===== src/rtl/dmem_pkg.sv =====
// dmem_pkg: shared types and constants for the data-memory controller.
//   DATA_W    : RAM/data word width
//   mem_op_e  : funct3 access codes carried on data_mem_control
//   state_e   : controller FSM states
package dmem_pkg;
    localparam int DATA_W = 32;

    typedef enum logic [2:0] {
        MEM_B  = 3'b000,
        MEM_H  = 3'b001,
        MEM_W  = 3'b010,
        MEM_BU = 3'b100,
        MEM_HU = 3'b101
    } mem_op_e;

    typedef enum logic [2:0] {
        IDLE,
        RD,
        RD_DATA,
        MERGE,
        WR,
        RESP
    } state_e;
endpackage


===== src/rtl/dmem_load_align.sv =====
// dmem_load_align: selects the addressed byte/half of a RAM word and extends it.
//   word   : 32-bit RAM read word
//   lane   : addr[1:0] of the access (little-endian lane select)
//   funct3 : access code; B/H sign-extend, BU/HU zero-extend, W passes through
//   result : extended 32-bit load value
module dmem_load_align
    import dmem_pkg::*;
(
    input  logic [DATA_W-1:0] word,
    input  logic [1:0]        lane,
    input  logic [2:0]        funct3,
    output logic [DATA_W-1:0] result
);
    logic [7:0]  b;
    logic [15:0] h;

    always_comb begin
        b      = word[{lane, 3'b000} +: 8];
        h      = word[{lane[1], 4'b0000} +: 16];
        result = funct3 == MEM_B  ? {{24{b[7]}}, b}  :
                 funct3 == MEM_BU ? {24'b0, b}       :
                 funct3 == MEM_H  ? {{16{h[15]}}, h} :
                 funct3 == MEM_HU ? {16'b0, h}       : word;
    end
endmodule


===== src/rtl/dmem_ctrl.sv =====
// dmem_ctrl: executes core load/store requests against a single-port word RAM.
//   Request : req_valid/req_ready, mem_write, data_mem_control (funct3), addr, wdata
//   Response: rsp_valid (one-cycle pulse, no back-pressure), rdata, rsp_err
//   RAM     : ram_en, ram_we, ram_addr, ram_wdata, ram_rdata (1-cycle read latency)
//   Optional: DMEM_BYTE_ENABLE_EN adds ram_be and writes sub-words directly
//             instead of read-modify-write.
module dmem_ctrl
    import dmem_pkg::*;
#(
    parameter int ADDR_W = 10
) (
    input  logic              clk,
    input  logic              rst,
    input  logic              req_valid,
    output logic              req_ready,
    input  logic              mem_write,
    input  logic [2:0]        data_mem_control,
    input  logic [31:0]       addr,
    input  logic [31:0]       wdata,
    output logic              rsp_valid,
    output logic [31:0]       rdata,
    output logic              rsp_err,
    output logic              ram_en,
    output logic              ram_we,
    output logic [ADDR_W-1:0] ram_addr,
    output logic [31:0]       ram_wdata,
`ifdef DMEM_BYTE_ENABLE_EN
    output logic [3:0]        ram_be,
`endif
    input  logic [31:0]       ram_rdata
);
    state_e            state_q, state_d;
    logic [2:0]        op_q, op_d;
    logic              we_q, we_d;
    logic              err_q, err_d;
    logic [ADDR_W+1:0] addr_q, addr_d;
    logic [31:0]       wword_q, wword_d;
    logic [31:0]       rdata_q, rdata_d;
    logic [31:0]       ld_word;
    logic [31:0]       merged;
    logic              bad;
    logic              unused_addr_hi;
`ifdef DMEM_BYTE_ENABLE_EN
    logic [3:0]        be_q, be_d;
`endif

    // Upper address bits are dropped on purpose: accesses wrap modulo RAM size.
    assign unused_addr_hi = ^addr[31:ADDR_W+2];

    dmem_load_align u_align (
        .word   (ram_rdata),
        .lane   (addr_q[1:0]),
        .funct3 (op_q),
        .result (ld_word)
    );

    always_comb begin
        bad = data_mem_control == 3'b011 || data_mem_control[2:1] == 2'b11 ||
              (mem_write && data_mem_control[2]) ||
              (data_mem_control[1:0] == 2'b01 && addr[0]) ||
              (data_mem_control[1:0] == 2'b10 && addr[1:0] != 2'b00);
    end

    // Sub-word store merge: overwrite the addressed lane(s) of the word just read.
    always_comb begin
        merged = ram_rdata;
        if (op_q[0])
            merged[{addr_q[1], 4'b0000} +: 16] = wword_q[15:0];
        else
            merged[{addr_q[1:0], 3'b000} +: 8] = wword_q[7:0];
    end

    always_comb begin
        state_d = state_q;
        op_d    = op_q;
        we_d    = we_q;
        err_d   = err_q;
        addr_d  = addr_q;
        wword_d = wword_q;
        rdata_d = rdata_q;
`ifdef DMEM_BYTE_ENABLE_EN
        be_d    = be_q;
`endif
        case (state_q)
            IDLE: if (req_valid) begin
                op_d   = data_mem_control;
                we_d   = mem_write;
                err_d  = bad;
                addr_d = addr[ADDR_W+1:0];
`ifdef DMEM_BYTE_ENABLE_EN
                wword_d = data_mem_control[1] ? wdata :
                          data_mem_control[0] ? {2{wdata[15:0]}} : {4{wdata[7:0]}};
                be_d    = data_mem_control[1] ? 4'b1111 :
                          data_mem_control[0] ? 4'b0011 << {addr[1], 1'b0} :
                                                4'b0001 << addr[1:0];
                state_d = bad ? RESP : !mem_write ? RD : WR;
`else
                wword_d = wdata;
                state_d = bad ? RESP : !mem_write ? RD :
                          data_mem_control == MEM_W ? WR : RD;
`endif
                if (bad)
                    rdata_d = '0;
            end
            RD:      state_d = we_q ? MERGE : RD_DATA;
            RD_DATA: begin
                rdata_d = ld_word;
                state_d = RESP;
            end
            MERGE:   begin
                wword_d = merged;
                state_d = WR;
            end
            WR:      begin
                rdata_d = '0;
                state_d = RESP;
            end
            default: state_d = IDLE;
        endcase
    end

    always_ff @(posedge clk) begin
        if (rst) begin
            state_q <= IDLE;
            op_q    <= '0;
            we_q    <= 1'b0;
            err_q   <= 1'b0;
            addr_q  <= '0;
            wword_q <= '0;
            rdata_q <= '0;
`ifdef DMEM_BYTE_ENABLE_EN
            be_q    <= '0;
`endif
        end else begin
            state_q <= state_d;
            op_q    <= op_d;
            we_q    <= we_d;
            err_q   <= err_d;
            addr_q  <= addr_d;
            wword_q <= wword_d;
            rdata_q <= rdata_d;
`ifdef DMEM_BYTE_ENABLE_EN
            be_q    <= be_d;
`endif
        end
    end

    assign req_ready = state_q == IDLE;
    assign rsp_valid = state_q == RESP;
    assign rsp_err   = err_q && state_q == RESP;
    assign rdata     = rdata_q;
    assign ram_en    = state_q == RD || state_q == WR;
    assign ram_we    = state_q == WR;
    assign ram_addr  = addr_q[ADDR_W+1:2];
    assign ram_wdata = wword_q;
`ifdef DMEM_BYTE_ENABLE_EN
    assign ram_be    = ram_we ? be_q : 4'b0000;
`endif
endmodule

===== config.mk =====
export PLATFORM = sky130hd
export DESIGN_NAME = dmem_ctrl
export DESIGN_NICKNAME = d
export VERILOG_FILES = /design/src/rtl/dmem_pkg.sv /design/src/rtl/dmem_load_align.sv /design/src/rtl/dmem_ctrl.sv
export SDC_FILE = /design/constraint.sdc
export NUM_CORES = 1
export LEC_CHECK = 0
export CORE_UTILIZATION = 41
export CTS_BUF_LIST = sky130_fd_sc_hd__clkbuf_16
export CTS_CLUSTER_SIZE = 16
export DETAILED_ROUTE_END_ITERATION = 6
export PLACE_DENSITY_LB_ADDON = 0.05
export SYNTH_ARGS = -nofsm -noshare
export SYNTH_HDL_FRONTEND = slang
export SYNTH_SLANG_ARGS = --single-unit

===== constraint.sdc =====
create_clock -name clk -period 2.41 [get_ports clk]
set_input_delay 0.482 -clock clk [delete_from_list [all_inputs] [get_ports clk]]
set_output_delay 0.482 -clock clk [all_outputs]
set_load 0.05 [all_outputs]

Word-level counts from Yosys, hierarchy flattened:

Index checks and enable logic that the tools add are counted.

* word-level logic and storage cells: 66
* bits in registers: 84
* output and inout bits: 79

* eq/ne operators: 15
* add/subtract/negate cells: 2
* shifts and indexed selects: 6
* reductions and logical operators: 18
* multiplexer cells: 18

Operators by type and width (number)
* two-way mux 32 bit: 8
* case mux 32 bit (3 select lines): 1
* bitwise mux 32 bit: 2
* case mux 32 bit (2 select lines): 1
* variable shift 16 x 7 -> 32 bit, first input constant: 1
* variable shift 8 x 7 -> 32 bit, first input constant: 1
* indexed part select 16 x 7 -> 32 bit: 1
* indexed part select 32 x 6 -> 16 bit: 1
* indexed part select 32 x 6 -> 8 bit: 1
* indexed part select 8 x 7 -> 32 bit: 1
* negation 5 -> 7 bit: 2
* equality test 3 x 2 -> 1 bit, second input constant: 4
* equality test 3 bit, second input constant: 4
* two-way mux 3 bit: 4
* case mux 3 bit (4 select lines): 1
* equality test 3 x 1 -> 1 bit, second input constant: 2
* logical NOT 3 bit: 2
* logical OR 1 bit: 5
* equality test 2 bit, second input constant: 2
* logical AND 1 bit: 4
* AND reduction 2 bit: 2
* nonzero test 2 bit: 2
* AND reduction 3 bit: 1
* nonzero test 3 bit: 1
* 5 further kinds: 5

Longest topological paths before layout:

Gate-level depths: netlist of the first run.

* depth after elaboration: 8
* gate-level depth with buffers: 8

By module:

From an unflattened synthesis of the first run, not the netlist that was laid out.

* cell total of the unflattened synthesis: 643
* area total of the unflattened synthesis: 5226.3 µm²

By module, submodules not included
* dmem_ctrl: instances 1, cells an instance 516, sequential area each 1681.6 µm², area an instance 4295.4 µm²
* dmem_load_align: instances 1, cells an instance 127, sequential area each 0.0 µm², area an instance 930.9 µm²

Worst setup path before layout of the first run:

OpenSTA, ideal clock, no wires.

* path type: reg-to-output
* from: register state_q[2]
* to: output ram_we
* stages on the path, launching flop included: 5
* setup slack: -85 ps
* arrival: 2013 ps
* data required time: 1928 ps
* cell sequence: dfxtp_1 -> buf_2 -> buf_1 -> inv_1 -> nor3_1

* word-level cells in the longest chain between the ends: 1

RTL lines
* from (decl): RTL line dmem_ctrl.sv:32 `state_e state_q, state_d;`
* from (signal assigned): RTL line dmem_ctrl.sv:135 `state_q <= state_d;`
* equality test 3 bit: RTL line dmem_ctrl.sv:153 `assign ram_we = state_q == WR;`
* to (decl): RTL line dmem_ctrl.sv:24 `output logic ram_we,`

Every way passes these cells.

Worst setup path in the final report of the first run:

* from: register wword_q[3] (netlist: ram_wdata[3])
* to: output ram_wdata[3]

RTL lines
* from (decl): RTL line dmem_ctrl.sv:37 `logic [31:0] wword_q, wword_d;`
* from (signal assigned): RTL line dmem_ctrl.sv:140 `wword_q <= wword_d;`
* to (decl): RTL line dmem_ctrl.sv:26 `output logic [31:0] ram_wdata,`

No word-level cell between the ends.

==> results of run 1 <==
==> metal layers <==
layer	track usage, %	vias to the layer above	share of wire [%]
li1	-	2149	-
met1	36.8	2079	49
met2	36.4	197	41
met3	6.25	20	7.9
met4	8.65	0	1.8
met5	0	-	0
==> how the worst max path moves through the flow <==
stage                              end  slack [ps]  cells after the start
after detailed placement     rdata[16]         -40                      6
after CTS                 ram_wdata[0]         180                      1
after global routing         rdata[20]          50                      3
final                     ram_wdata[3]         190                      1
after global placement       rdata[21]         -30                      6
after floorplan             state_q[2]          80                      6
==> synth_stat cells, types with 4 or more instances <==
master	count	area, µm²
buf_4	11	82.6
o2bb2ai_1	7	61.3
mux2i_1	8	80.1
a32o_1	9	90.1
a221oi_1	7	61.3
dfxtp_1	84	1680
a22o_1	5	43.8
nor2_1	26	97.6
buf_2	10	50.1
nand2b_1	13	81.3
ha_1	5	62.6
o211ai_1	8	60.1
o32ai_1	7	61.3
nor2b_1	4	25.0
a221o_1	19	190
buf_6	5	56.3
a211oi_1	17	128
a221o_2	14	158
nand2_1	54	203
clkbuf_1	19	71.3
a22oi_1	16	120
o21bai_1	7	52.6
inv_1	15	56.3
o221ai_1	7	61.3
nor3_1	6	30.0
a31oi_1	7	43.8
a21oi_1	40	200
o21ai_0	10	50.1
==> report_power, final <==
group / switching [µW] / internal, µW
Combinational: 1220 / 812
Clock: 537 / 893
Sequential: 170 / 1560
==> per-stage QoR <==
step	TNS (ps)	hold slack, ps	util [%]	std cells
2_1_floorplan	0	432	-	480
3_3_place_gp	-587	441	59.8	758
3_5_place_dp	-784	448	59.8	758
4_1_cts	0	457	62.7	772
5_1_grt	0	478	62.8	772
6_report	0	455	62.8	772
==> flip-flops by register name (all words and copies together), names as in the netlist <==
name,count
ram_wdata,32
rdata,32
addr_q,12
op_q,3
state_q,3
err_q,1
we_q,1
==> placed cells by master (no fill, tap or decap), types with 4 or more instances in the layout <==
| cell type | netlist | routed |
|---|---|---|
| a221o_1 | 19 | 19 |
| o2bb2ai_1 | 7 | 7 |
| nor2_1 | 26 | 26 |
| dfxtp_1 | 84 | 84 |
| nor2b_1 | 4 | 4 |
| buf_12 | 0 | 8 |
| a22oi_1 | 16 | 16 |
| a221o_2 | 14 | 14 |
| o21ai_0 | 10 | 10 |
| a211oi_1 | 17 | 17 |
| o221ai_1 | 7 | 7 |
| clkdlybuf4s50_1 | 0 | 155 |
| nand2b_1 | 13 | 13 |
| buf_4 | 11 | 26 |
| nor3_1 | 6 | 4 |
| ha_1 | 5 | 5 |
| mux2i_1 | 8 | 8 |
| a31oi_1 | 7 | 7 |
| o32ai_1 | 7 | 7 |
| a221oi_1 | 7 | 7 |
| a21oi_1 | 40 | 40 |
| o21bai_1 | 7 | 7 |
| inv_1 | 15 | 15 |
| nand2_1 | 54 | 54 |
| clkbuf_16 | 0 | 9 |
| o211ai_1 | 8 | 8 |
| a32o_1 | 9 | 9 |
| a22o_1 | 5 | 5 |
==> area by class of cell <==
type | count | area (µm²)
fill | 918 | 3860
sequential | 84 | 1680
inverter | 15 | 56.3
tap | 136 | 170
clock inverter | 5 | 78.8
multi-input combinational | 333 | 2390
timing repair buffer | 190 | 1910
clock buffer | 9 | 225
==> kinds of logic after synthesis <==
kind of cell    after synthesis  share of synthesized area [%]
compound gates              194                           35.4
flops                        84                           38.3
mux                          10                           2.85
buf+inv                      63                           7.50
xor+xnor                      1                          0.200
fa+ha+maj                     5                           1.43
simple gates                123                           14.3
==> repair_timing <==
| item | in CTS | in global routing |
|---|---|---|
| setup endpoints to repair | 0 | 6 |
| resized for setup | 0 | 1 |
| endpoints found under the hold margin | 0 | 0 |
==> impl_metrics.yaml, run 1 <==
outcome:
  status: "completed"
drt:
  drc: 0
  vias: 4445
  vias_per_cell: 5.76
  drt-initial-drc-count: 288
  drtAntennaViolNets: 0
  drt_wl_total_um: 14100
  routedWlPerCell_um: 18.3
  dr.pass1.iters: 4
synthesis:
  synth_warnings: 0
  synthFlopType: "dfxtp_1"
  synthCells: 480
  syn-num-nets: 588
  ys_seq_area_share_pct: 38.3
  ys_seq_elements: 84
  synth-edff-count: 0
  syn-cell-area_um2: 4390
  synth_cell_type_count: 59
  syn_avg_cell_area_um2: 9.14
  async_flop_share_pct: 0
place:
  numPortBuffers: 161
  globalplace.congestion: 0.866
  pre_cts_ws_ps: -43.1
  dp_hpwl_um: 10500
  post_dp_cell_area_um2: 6200
clock_tree:
  clk_pin_slew_worst_paths_ps: 60
  htree_levels: 3
  hold_buffers: 0
  clockBufferDepth: 2
  cts-root-buf: "clkbuf_16"
  numCtsBuffers: 9
  cts_tree: "yes"
  postCtsSetupBuffers: 0
  insertion_delay_ps: 340
  clock_sinks: 84
timing:
  finalClockSkew_ps: 5.12
  worst_slack_ps: 193
  max_slew_margin_pct: 39.9
  fin_crit_sh_pct: 92.0
  hold_viol: 0
  worst_pin_slew_ps: 898
  fmax_mhz: 451
  rsz0062_at_grt: "false"
  layout_min_cycle_time_ps: 2220
  final-setup-viol-count: 0
  finalMaxSlewViolations: 0
critical_path:
  path_delay_family: "buffers and inverters"
  crit_path_start_kind: "register"
  setup.worst_path.start: "ram_wdata[3]"
  required_ps: 1930
  critical_path.max_stage_delay_ps: 880
  crit_path_max_fanout: 6
  reg2reg_depth: 3
  rr_startpoint: "state_q[0]"
  worstPathCellList: "clkdlybuf4s50_1"
  cp-end-kind: "output port"
  r2r_slack_ps: 210
  critPathBufInv: 1
  critPathKind: "reg2out"
  cp_data_arrival_time_ps: 1740
  r2r-end: "rdata[21]"
  cp_slowest_cell: "clkdlybuf4s50_1"
final_layout:
  fin_nets: 741
  antenna_cells: 0
  drive_gt1_share_pct: 13.4
  fin_area_um2: 6510
  syn2layout_area_growth_pct: 48.4
run:
  drv_cap: 0
worst_hold_path:
  hold_start: "we_q"
  hold_depth: 2
  holdPathEnd: "we_q"
  hp-class: "reg2reg"
grt:
  grt-ovfl-total: 0
  grt_pass1_wl_um: 22000
  grt_start_max_net_pins: 47
  first_global_vias: 4145
  track_usage_pct: 25.4
  antenna_found_initial: 0
floorplan:
  row_count: 37
  die-height_um: 105
  start_util_pct: 42.3
  core-area_um2: 10400
  fp.dieW_um: 105
  die_area_um2: 11100
  io_pins: 182
power_and_ir_drop:
  vdd_drop_max_mv: 0.354
  fin_total_pwr_uw: 5190
  powerDensity_nw_per_um2: 797
  p_leak_uw: 0.00235
Power figures use the tool's default switching activity.
==> run 2: changes to the inputs <==
--- a/config.mk
+++ b/config.mk
@@ -10,6 +10,7 @@
 export CTS_CLUSTER_SIZE = 16
 export DETAILED_ROUTE_END_ITERATION = 6
 export PLACE_DENSITY_LB_ADDON = 0.05
+export SKIP_CTS_REPAIR_TIMING = 1
 export SYNTH_ARGS = -nofsm -noshare
 export SYNTH_HDL_FRONTEND = slang
 export SYNTH_SLANG_ARGS = --single-unit
==> results of run 2 <==
No change in the layout: final DEF, timing and power equal those of run 1.
==> run 3: changes to the inputs <==
--- a/config.mk
+++ b/config.mk
@@ -5,12 +5,14 @@
 export SDC_FILE = /design/constraint.sdc
 export NUM_CORES = 1
 export LEC_CHECK = 0
+export ABC_CLOCK_PERIOD_IN_PS = 2450
 export CORE_UTILIZATION = 41
 export CTS_BUF_LIST = sky130_fd_sc_hd__clkbuf_16
 export CTS_CLUSTER_SIZE = 16
 export DETAILED_ROUTE_END_ITERATION = 6
 export PLACE_DENSITY_LB_ADDON = 0.05
 export SKIP_CTS_REPAIR_TIMING = 1
+export SKIP_LAST_GASP = 1
 export SYNTH_ARGS = -nofsm -noshare
 export SYNTH_HDL_FRONTEND = slang
 export SYNTH_SLANG_ARGS = --single-unit
==> constraint.sdc (replaced) <==
create_clock -name clk -period 2.45 [get_ports clk]
set_input_delay 0.49 -clock clk [delete_from_list [all_inputs] [get_ports clk]]
set_output_delay 0.49 -clock clk [all_outputs]
set_load 0.05 [all_outputs]
==> impl_metrics.yaml, run 3 (same netlist as run 1, synthesis figures left out) <==
final_layout:
  fin_area_um2: 6460
  layout_commonest_cell: "clkdlybuf4s50_1"
  seq_area_um2: 1680
  fin_nets: 739
  n_fill_cell: 910
  final_cell_mix: "155 x clkdlybuf4s50_1, 84 x dfxtp_1, 54 x nand2_1, 40 x a21oi_1, 26 x nor2_1"
  multi_input_comb_area_um2: 2390
  drive_gt1_share_pct: 12.9
  syn2layout_area_growth_pct: 47.3
  antenna_cells: 0
floorplan:
  fp.dieW_um: 105
  io_pins: 182
  die_area_um2: 11100
  core-area_um2: 10400
  start_util_pct: 42.3
  row_count: 37
  die-height_um: 105
clock_tree:
  htree_levels: 3
  clock_sinks: 84
  insertion_delay_ps: 330
  clk_pin_slew_worst_paths_ps: 60
  numCtsBuffers: 9
  clockBufferDepth: 2
  cts_tree: "yes"
  cts-root-buf: "clkbuf_16"
grt:
  track_usage_pct: 26.2
  grt_pass1_wl_um: 22900
  antenna_found_initial: 0
  first_global_vias: 4410
  grt_start_max_net_pins: 47
  grt-ovfl-total: 0
timing:
  hold_viol: 0
  fin_crit_sh_pct: 91.1
  rsz0062_at_grt: "false"
  finalMaxSlewViolations: 0
  final-setup-viol-count: 0
  finalClockSkew_ps: 5.09
  finalSetupTns_ps: 0
  layout_min_cycle_time_ps: 2230
  max_slew_margin_pct: 39.8
  fmax_mhz: 448
  worst_pin_slew_ps: 899
drt:
  routedWlPerCell_um: 18.6
  vias: 4461
  drt_wl_total_um: 14400
  drtAntennaViolNets: 0
  drc: 0
  vias_per_cell: 5.79
  dr.pass1.iters: 5
  drt-initial-drc-count: 289
power_and_ir_drop:
  vdd_drop_max_mv: 0.382
  p_leak_uw: 0.00233
  powerDensity_nw_per_um2: 772
place:
  numPortBuffers: 161
  dp_hpwl_um: 10600
  globalplace.congestion: 0.872
  post_dp_cell_area_um2: 6170
critical_path:
  worstPathCellList: "clkdlybuf4s50_1"
  crit_path_start_kind: "register"
  cp-end-kind: "output port"
  required_ps: 1960
  crit_path_max_fanout: 6
  critical_path.max_stage_delay_ps: 880
  critPathKind: "reg2out"
  critPathBufInv: 1
  path_delay_family: "buffers and inverters"
  cp_slowest_cell: "clkdlybuf4s50_1"
  cp_data_arrival_time_ps: 1740
run:
  drv_cap: 0
outcome:
  status: "completed"
worst_hold_path:
  hp-class: "reg2reg"
[run 3: metrics by stage]
| stage | total power, µW | hold WS, ps | setup WS, ps | std cells | utilization (%) |
|---|---|---|---|---|---|
| after detailed placement | 3700 | 448 | -22.0 | 756 | 59.5 |
| after global routing | 5210 | 475 | 49.4 | 771 | 62.3 |
| after floorplan | 2990 | 432 | 115 | 480 | - |
| after global placement | 3670 | 442 | 3.01 | 756 | 59.5 |
| final | 4990 | 454 | 218 | 771 | 62.3 |
| after CTS | 5000 | 457 | 219 | 771 | 62.3 |
[run 3: area by class of cell]
type / count / area share [%]
multi-input combinational: 333 / 36.9
inverter: 15 / 0.871
sequential: 84 / 26.0
clock inverter: 6 / 0.891
tap: 136 / 2.63
clock buffer: 9 / 3.49
timing repair buffer: 188 / 29.2
[run 3: routing by layer]
metal | global-route usage (%) | share of wire [%] | up-vias
li1 | - | - | 2145
met1 | 37.2 | 47 | 2070
met2 | 37.7 | 41 | 215
met3 | 5.57 | 8.7 | 31
met4 | 11.6 | 3.1 | 0
met5 | 0 | 0 | -
[run 3: worst paths after layout]
| check | from | to | slack, ps | depth (start not counted) |
|---|---|---|---|---|
| setup / recovery | ram_wdata[0] | ram_wdata[0] | 220 | 1 |
| hold / removal | addr_q[10] | addr_q[10] | 450 | 2 |
| setup reg to reg | state_q[0] | rdata[22] | 240 | 3 |
| hold reg to reg | addr_q[10] | addr_q[10] | 450 | 2 |
[run 3: worst min-delay path, stage by stage (launching register included)]
cell and delay [ps]:
dfxtp_1 310, nand2_1 50, a21oi_1 50
[run 3: report_power, final]
| part | total, µW | switching, µW | internal, µW |
|---|---|---|---|
| Combinational | 1970 | 1190 | 782 |
| Clock | 1300 | 530 | 774 |
| Sequential | 1710 | 172 | 1540 |
